--- config.mk ---
export PLATFORM = sky130hd
export DESIGN_NAME = rand_draw_arbiter
export DESIGN_NICKNAME = d
export VERILOG_FILES = /design/src/rtl/rand_draw_arbiter.sv
export SDC_FILE = /design/constraint.sdc
export NUM_CORES = 1
export LEC_CHECK = 0
export CELL_PAD_IN_SITES_DETAIL_PLACEMENT = 1
export CELL_PAD_IN_SITES_GLOBAL_PLACEMENT = 1
export CORE_MARGIN = 1.5
export CORE_UTILIZATION = 42
export DETAILED_ROUTE_END_ITERATION = 8
export PLACE_DENSITY_LB_ADDON = 0.1
export SYNTH_ARGS = -nofsm -noshare
export SYNTH_HDL_FRONTEND = slang
export SYNTH_SLANG_ARGS = --single-unit
--- constraint.sdc ---
create_clock -name clk -period 3.9 [get_ports clk]
set_input_delay 0.78 -clock clk [delete_from_list [all_inputs] [get_ports clk]]
set_output_delay 0.78 -clock clk [all_outputs]
set_load 0.05 [all_outputs]
--- src/rtl/rand_draw_arbiter.sv ---
// Shares one 8-bit pseudo-random generator between two requesters: round-robin
// grant, step/reseed pulses, range check with bounded retries, valid/ack return.
module rand_draw_arbiter #(
  parameter int LO        = 1,
  parameter int HI        = 6,
  parameter int MAX_TRIES = 8
) (
  input  logic       clk,
  input  logic       rst_n,
  input  logic [1:0] req,
  input  logic       ack,
  input  logic       reseed,
  input  logic [7:0] gen_num,
  output logic       gen_step,
  output logic       gen_srand,
  output logic [1:0] grant,
  output logic       busy,
  output logic       valid,
  output logic [7:0] value,
  output logic       fallback
);

  typedef enum logic [1:0] {IDLE, STEP, WAIT, DONE} state_t;

  localparam logic [8:0] LO9      = 9'(LO);
  localparam logic [8:0] HI9      = 9'(HI);
  localparam logic [8:0] SPAN     = 9'(HI - LO + 1);
  localparam logic [3:0] LAST_TRY = 4'(MAX_TRIES - 1);

  state_t     state, state_next;
  logic [3:0] tries, tries_next;
  logic       pending, pending_next;
  logic       last, last_next;
  logic [1:0] grant_next;
  logic [7:0] value_next;
  logic       fallback_next, valid_next, busy_next;
  logic       gen_step_next, gen_srand_next;

  logic [8:0] num9;
  logic       in_range;
  logic [7:0] folded;
  logic [1:0] winner;

  // 9-bit arithmetic so that a full 0..255 range (span 256) folds correctly
  assign num9     = {1'b0, gen_num};
  assign in_range = (num9 >= LO9) && (num9 <= HI9);
  assign folded   = 8'(LO9 + (num9 % SPAN));

  // On a tie the requester that did not own the previous draw wins
  always_comb begin
    winner = req;
    if (req == 2'b11) winner = last ? 2'b01 : 2'b10;
  end

  always_ff @(posedge clk or negedge rst_n) begin
    if (!rst_n) begin
      state     <= IDLE;
      tries     <= '0;
      pending   <= 1'b0;
      last      <= 1'b1;
      grant     <= '0;
      value     <= '0;
      fallback  <= 1'b0;
      valid     <= 1'b0;
      busy      <= 1'b0;
      gen_step  <= 1'b0;
      gen_srand <= 1'b0;
    end else begin
      state     <= state_next;
      tries     <= tries_next;
      pending   <= pending_next;
      last      <= last_next;
      grant     <= grant_next;
      value     <= value_next;
      fallback  <= fallback_next;
      valid     <= valid_next;
      busy      <= busy_next;
      gen_step  <= gen_step_next;
      gen_srand <= gen_srand_next;
    end
  end

  always_comb begin
    state_next     = state;
    tries_next     = tries;
    pending_next   = pending;
    last_next      = last;
    grant_next     = grant;
    value_next     = value;
    fallback_next  = fallback;
    valid_next     = valid;
    busy_next      = busy;
    gen_step_next  = 1'b0;
    gen_srand_next = 1'b0;

    unique case (state)
      IDLE: begin
        if (reseed || pending) begin
          gen_srand_next = 1'b1;
          pending_next   = 1'b0;
        end else if (req != 2'b00) begin
          grant_next    = winner;
          tries_next    = '0;
          busy_next     = 1'b1;
          gen_step_next = 1'b1;
          state_next    = STEP;
        end
      end
      STEP: state_next = WAIT;
      WAIT: begin
        if (in_range) begin
          value_next    = gen_num;
          fallback_next = 1'b0;
          valid_next    = 1'b1;
          state_next    = DONE;
        end else if (tries == LAST_TRY) begin
          value_next    = folded;
          fallback_next = 1'b1;
          valid_next    = 1'b1;
          state_next    = DONE;
        end else begin
          tries_next    = tries + 4'd1;
          gen_step_next = 1'b1;
          state_next    = STEP;
        end
      end
      DONE: begin
        if (ack) begin
          valid_next = 1'b0;
          grant_next = '0;
          busy_next  = 1'b0;
          last_next  = grant[1];
          state_next = IDLE;
        end
      end
      default: state_next = IDLE;
    endcase

    // Reseeds arriving mid-draw collapse into one pending reload
    if (state != IDLE && reseed) pending_next = 1'b1;
  end

endmodule

---- Word-level counts from Yosys, hierarchy flattened ----
Index checks and enable logic that the tools add are counted.
operators by class
  add/sub/neg operators ................... 2
  $mul .................................... 0
  div/mod/pow operators ................... 1
  magnitude comparators ................... 2
  equality and inequality tests ........... 11
  shift-type cells ........................ 0
  mux-type cells .......................... 36
  bitwise gates (word level) .............. 0
  reductions and logical operators ........ 19
operator list
  operator               number
  $mux W2                9
  $mux W4                4
  $mux W8                2
  $reduce_bool A2 Y1     8
  $mux W1                15
  $ne A2 B2 Y1 const B   5
  $mod A8 B3 Y9 const B  1
  $add A1 B8 Y8 const A  1
  $ge A8 B1 Y1 const B   1
  $le A8 B3 Y1 const B   1
  $pmux W2 S4            1
  $pmux W4 S2            1
  $eq A2 B2 Y1 const B   3
  $pmux W1 S2            3
  $reduce_and A2 Y1      3
  $reduce_and A3 Y1      2
  $reduce_and A5 Y1      1
  $add A4 B1 Y4 const B  1
  $eq A4 B3 Y1 const B   1
  $pmux W2 S2            1
  $reduce_and A4 Y1      1
  $ne A3 B3 Y1 const B   1
  $eq A2 B1 Y1 const B   1
  $logic_and A1 B1 Y1    2
  2 further kinds        2
storage, ports and cells
  flip-flop bits (word level) ............. 23
  latch bits .............................. 0
  RAM bits ................................ 0
  memory bits (read-only) ................. 0
  input port bits ......................... 14
  output and inout port bits .............. 15
  memories kept ........................... 0

---- Logic depth before layout (Yosys ltp) ----
  depth after elaboration ................. 5
  gate-level depth with buffers ........... 15
  mapped depth without buffers ............ 14

---- Worst setup path before layout ----
Ideal clock, no wire load.
  kind .................................... input-to-reg
  from .................................... input port gen_num[2]
  to ...................................... register value[2]
  library setup time ...................... 66 ps
  data arrival time ....................... 3221 ps
  required time ........................... 3834 ps
  path slack .............................. 612 ps
  cell stages on the path ................. 15
  cell sequence ........................... buf_4 > and4bb_2 > o21a_1 > o22a_4 > nor2_2 > inv_1 > ha_1 > nor3_1 > o211ai_1 > o21ai_0 > ha_1 > inv_1 > nor4_1 > a221oi_1 > nand2_1
between the ends
  cells in the longest elaborated chain, start to end .. 4
  elaborated cells on any way between the ends .. 9
  classes of those cells .................. add/sub (1); div (1); order compare (2); mux (2); reduce/logical (3)
RTL lines
  item                                                         RTL line  RTL
  start: declaration                                           13        input logic [7:0] gen_num,
  $mod A8 B3 Y9, or another cell as far along                  47        assign folded = 8'(LO9 + (num9 % SPAN));
  $add A1 B8 Y8 / $logic_and A1 B1 Y1 (equally long branches)  47, 46
  $mux W8 / $reduce_bool A2 Y1 (equally long branches)         -
  $mux W8 / $reduce_and A2 Y1 (equally long branches)          -
  end signal: assignment                                       74        value <= value_next;
  end: declaration                                             19        output logic [7:0] value,
Parallel ways exist; a longest one is shown, timed or not. The select of a mux whose other input is x is not followed.
A chain may end at the register's enable or synchronous reset.

---- Final worst setup path ----
  from .................................... input port gen_num[4]
  to ...................................... register value[2]
The elaborated chain is that of the path after synthesis.

==> metrics.csv <==
stage;metric;value;unit
outcome;status;completed;
sta;min_period_over_period;92.84;%
sta;final.min_clock_period;3621;ps
power;leakagePower;0.8466;nW
grt;grt_max_degree;24;
clock_tree;insertion_delay;260;ps
placement;post_dp_cell_area;0.001868;sq mm
setup_path;crit_path_start_kind;input port;
drt;ant_nets;0;
synthesis;synth_area_leaders;dfrtp_1 36%, nand2_1 6.1%, o21ai_0 4.5%;
setup_path;cpPeakStageDelay;600;ps
synthesis;seq_area_frac_synth;37.30;%
sta;slew_headroom;29.96;%
final_layout;fill_cells;401;
grt;gr-total-overflow;0;
synthesis;synth-edff-count;0;
die;io_pins;29;
clock_tree;numCtsBuffers;3;
setup_path;path_cells;clkdlybuf4s50_1 -> buf_4 -> xor2_1 -> o211a_1 -> o32ai_2 -> nor2_2 -> inv_1 -> ha_1 -> nor3_2 -> o211ai_1 -> o21ai_0 -> ha_1 -> inv_1 -> nor4_1 -> a221oi_1 -> nand2_1;
setup_path;critPathArrivalTime;3830;ps
die;die-area;0.004055;sq mm
die;std_cell_rows;21;
final_layout;stdcell_area;0.001923;sq mm
clock_tree;cts-root-to-sink-buffers;2;
sta;fmax;0.2762;GHz
setup_path;critPathKind;in2reg;
clock_tree;cts_setup_buffers;0;
sta;worst_pin_slew;1047;ps
sta;setup_slack;279.4;ps
synthesis;yosysWarningCount;0;
final_layout;drive_above_1_share;12.00;%
clock_tree;clock-sinks;23;
final_layout;diodes;0;
placement;post-dp-hpwl;3150;um
setup_path;cp.required;4110;ps
min_path;hold_start;valid;
die;fp.dieW;63.68;um
die;die_y;63.68;um
setup_path;cp-startpoint;gen_num[4];
setup_path;slowest_stage;clkdlybuf4s50_1;
sta;slew_violations;0;
synthesis;async_flop_share;100.0;%
setup_path;worstReg2RegStart;tries[0];
sta;hold_viol;0;
power;peakVddDrop;0.0004167;V
drt;firstDrtPassIters;4;
grt;grt_pass1_vias;1527;
synthesis;synth_cells;169;
synthesis;synth_nets;186;
placement;place_congestion;0.8921;
grt;grtUsageTotal;22.82;%
clock_tree;cts_tree;done;
sta;rsz0062_at_grt;false;
synthesis;ys_ff_latch;23;
placement;port_buffers;28;
sta;finalSetupViolations;0;
power;power_density;567.4;mW/mm^2
synthesis;syn_area;0.001546;sq mm
final_layout;nets;218;
drt;drc;0;
sta;finClkSkew;2.531;ps
clock_tree;cts-root-buf;clkbuf_8;
sta;finalSetupTns;0;ps
synthesis;avgSynthCellArea;9.151;sq um
final_layout;area_growth;24.35;%
drt;via_count;1412;
die;start_util;44.93;%
job;drv_cap;0;
synthesis;synth_ff_type;dfrtp_1;
power;power;1.091;mW
final_layout;utilization;55.87;%
drt;routed_wl;4183;um
synthesis;yosysTopAreaCellShare;35.60;%
drt;wl_per_cell;17.00;um
synthesis;yosysTopAreaCell;dfrtp_1;
grt;grt_pass1_wl;7286;um
drt;vias_per_cell;5.740;
setup_path;worst_setup_path_end_kind;flip-flop;
synthesis;yosysUniqueCellTypes;57;
die;coreArea;0.003442;sq mm
clock_tree;ctsHtreeMaxLevel;1;
grt;grt_antenna_before_repair;0;
setup_path;path_max_fanout;7;
min_path;holdCritPathClass;reg2reg;
clock_tree;clkTransAtPathRegs;80;ps
drt;detail_route.iter0.violations;65;
placement;pre_cts_slack;-111.6;ps
==> metrics by stage <==
stage / hold slack [ps] / instances
after detailed placement: 463.5 / 242
final: 487.1 / 246
after CTS: 491.2 / 246
after floorplan: 468.9 / 169
after global placement: 460.9 / 242
after global routing: 504.4 / 246
==> critical path: cells and delay by family <==
family	cells	cell delay [ps]
AO/OA/AOI/OAI	5	660
XOR/XNOR	1	200
adder cells (fa/ha/maj)	2	440
buffers and inverters	4	940
AND/OR/NAND/NOR	4	810
==> final timing paths <==
| kind | slack [ps] | cells past startpoint | to |
|---|---|---|---|
| setup / recovery | 280 | 16 | value[2] |
| hold / removal | 490 | 2 | valid |
| setup reg to reg | 1970 | 6 | value[5] |
| hold reg to reg | 490 | 2 | valid |
| max in group asynchronous | 2190 | 1 | gen_step |
| min in group asynchronous | 1090 | 1 | pending |
==> kinds of logic (layout without fill, tap and decap cells) <==
logic type,count (synthesis),in the layout,synth area share [%]
AOI/OAI and AO/OA,44,44,22.33
xor gates and xnor gates,6,6,3.398
adders and majority gates,3,3,2.427
buffers and inverters,17,48,6.634
DFF,23,23,37.30
muxes,2,2,2.184
and+or+nand+nor,74,74,25.73
==> flip-flops by register name (all words and copies together), names as in the netlist <==
signal     cells
grant          2
pending        1
busy           1
valid          1
state          2
tries          4
fallback       1
last           1
value          8
gen_srand      1
gen_step       1
==> layout make-up <==
type                    count  area (sq um)  area share (%)
clock buffers               4         45.04           2.342
repair buffers             35         337.8           17.57
inverters                   9         33.78           1.757
well taps                  46         57.56           2.993
multi-input cells         129         872.1           45.35
flip-flops and latches     23         576.8           29.99
==> repair_timing <==
action | CTS | global route
hold buffers | 0 | 0
hold endpoints to repair | 0 | 0
resized for setup | 0 | 3
setup endpoints to repair | 0 | 1
==> routing by layer <==
layer  global-route usage, %  share of wire [%]  up-vias
met1                   28.57                 48      704
met4                   4.076               0.41        0
met3                   5.357                2.9        4
met5                       0                  0        -
li1                        -                  -      681
met2                   40.26                 49       23
==> cell usage after synthesis, drive strengths merged (2+ instances only) <==
cell,number
nand3,6
a21oi,6
nor2,11
and4bb,2
inv,9
clkbuf,2
nand2b,2
nor4,2
dfrtp,22
nor3b,2
a21o,2
o211a,2
xor2,5
nand4,2
o211ai,2
and3b,2
nand2,25
ha,3
a31oi,2
nor3,9
o21ai,14
buf,6
o32ai,2
==> cell usage in the layout (no fill, tap or decap), drive strengths merged, types with 3 or more instances in the layout <==
cell / netlist / final
xor2: 5 / 5
buf: 6 / 7
inv: 9 / 9
clkbuf: 2 / 4
ha: 3 / 3
nor3: 9 / 9
o21ai: 14 / 14
clkdlybuf4s50: 0 / 26
a21oi: 6 / 6
nor2: 11 / 11
nand3: 6 / 6
dfrtp: 22 / 22
nand2: 25 / 25
==> where the power goes <==
group / leakage [nW] / internal (mW) / total [mW] / switching (mW)
clock: 0.0228 / 0.0729 / 0.148 / 0.0747
sequential: 0.298 / 0.325 / 0.391 / 0.0660
combinational: 0.526 / 0.201 / 0.552 / 0.351
Note: power is estimated with default switching activity, not from simulation.
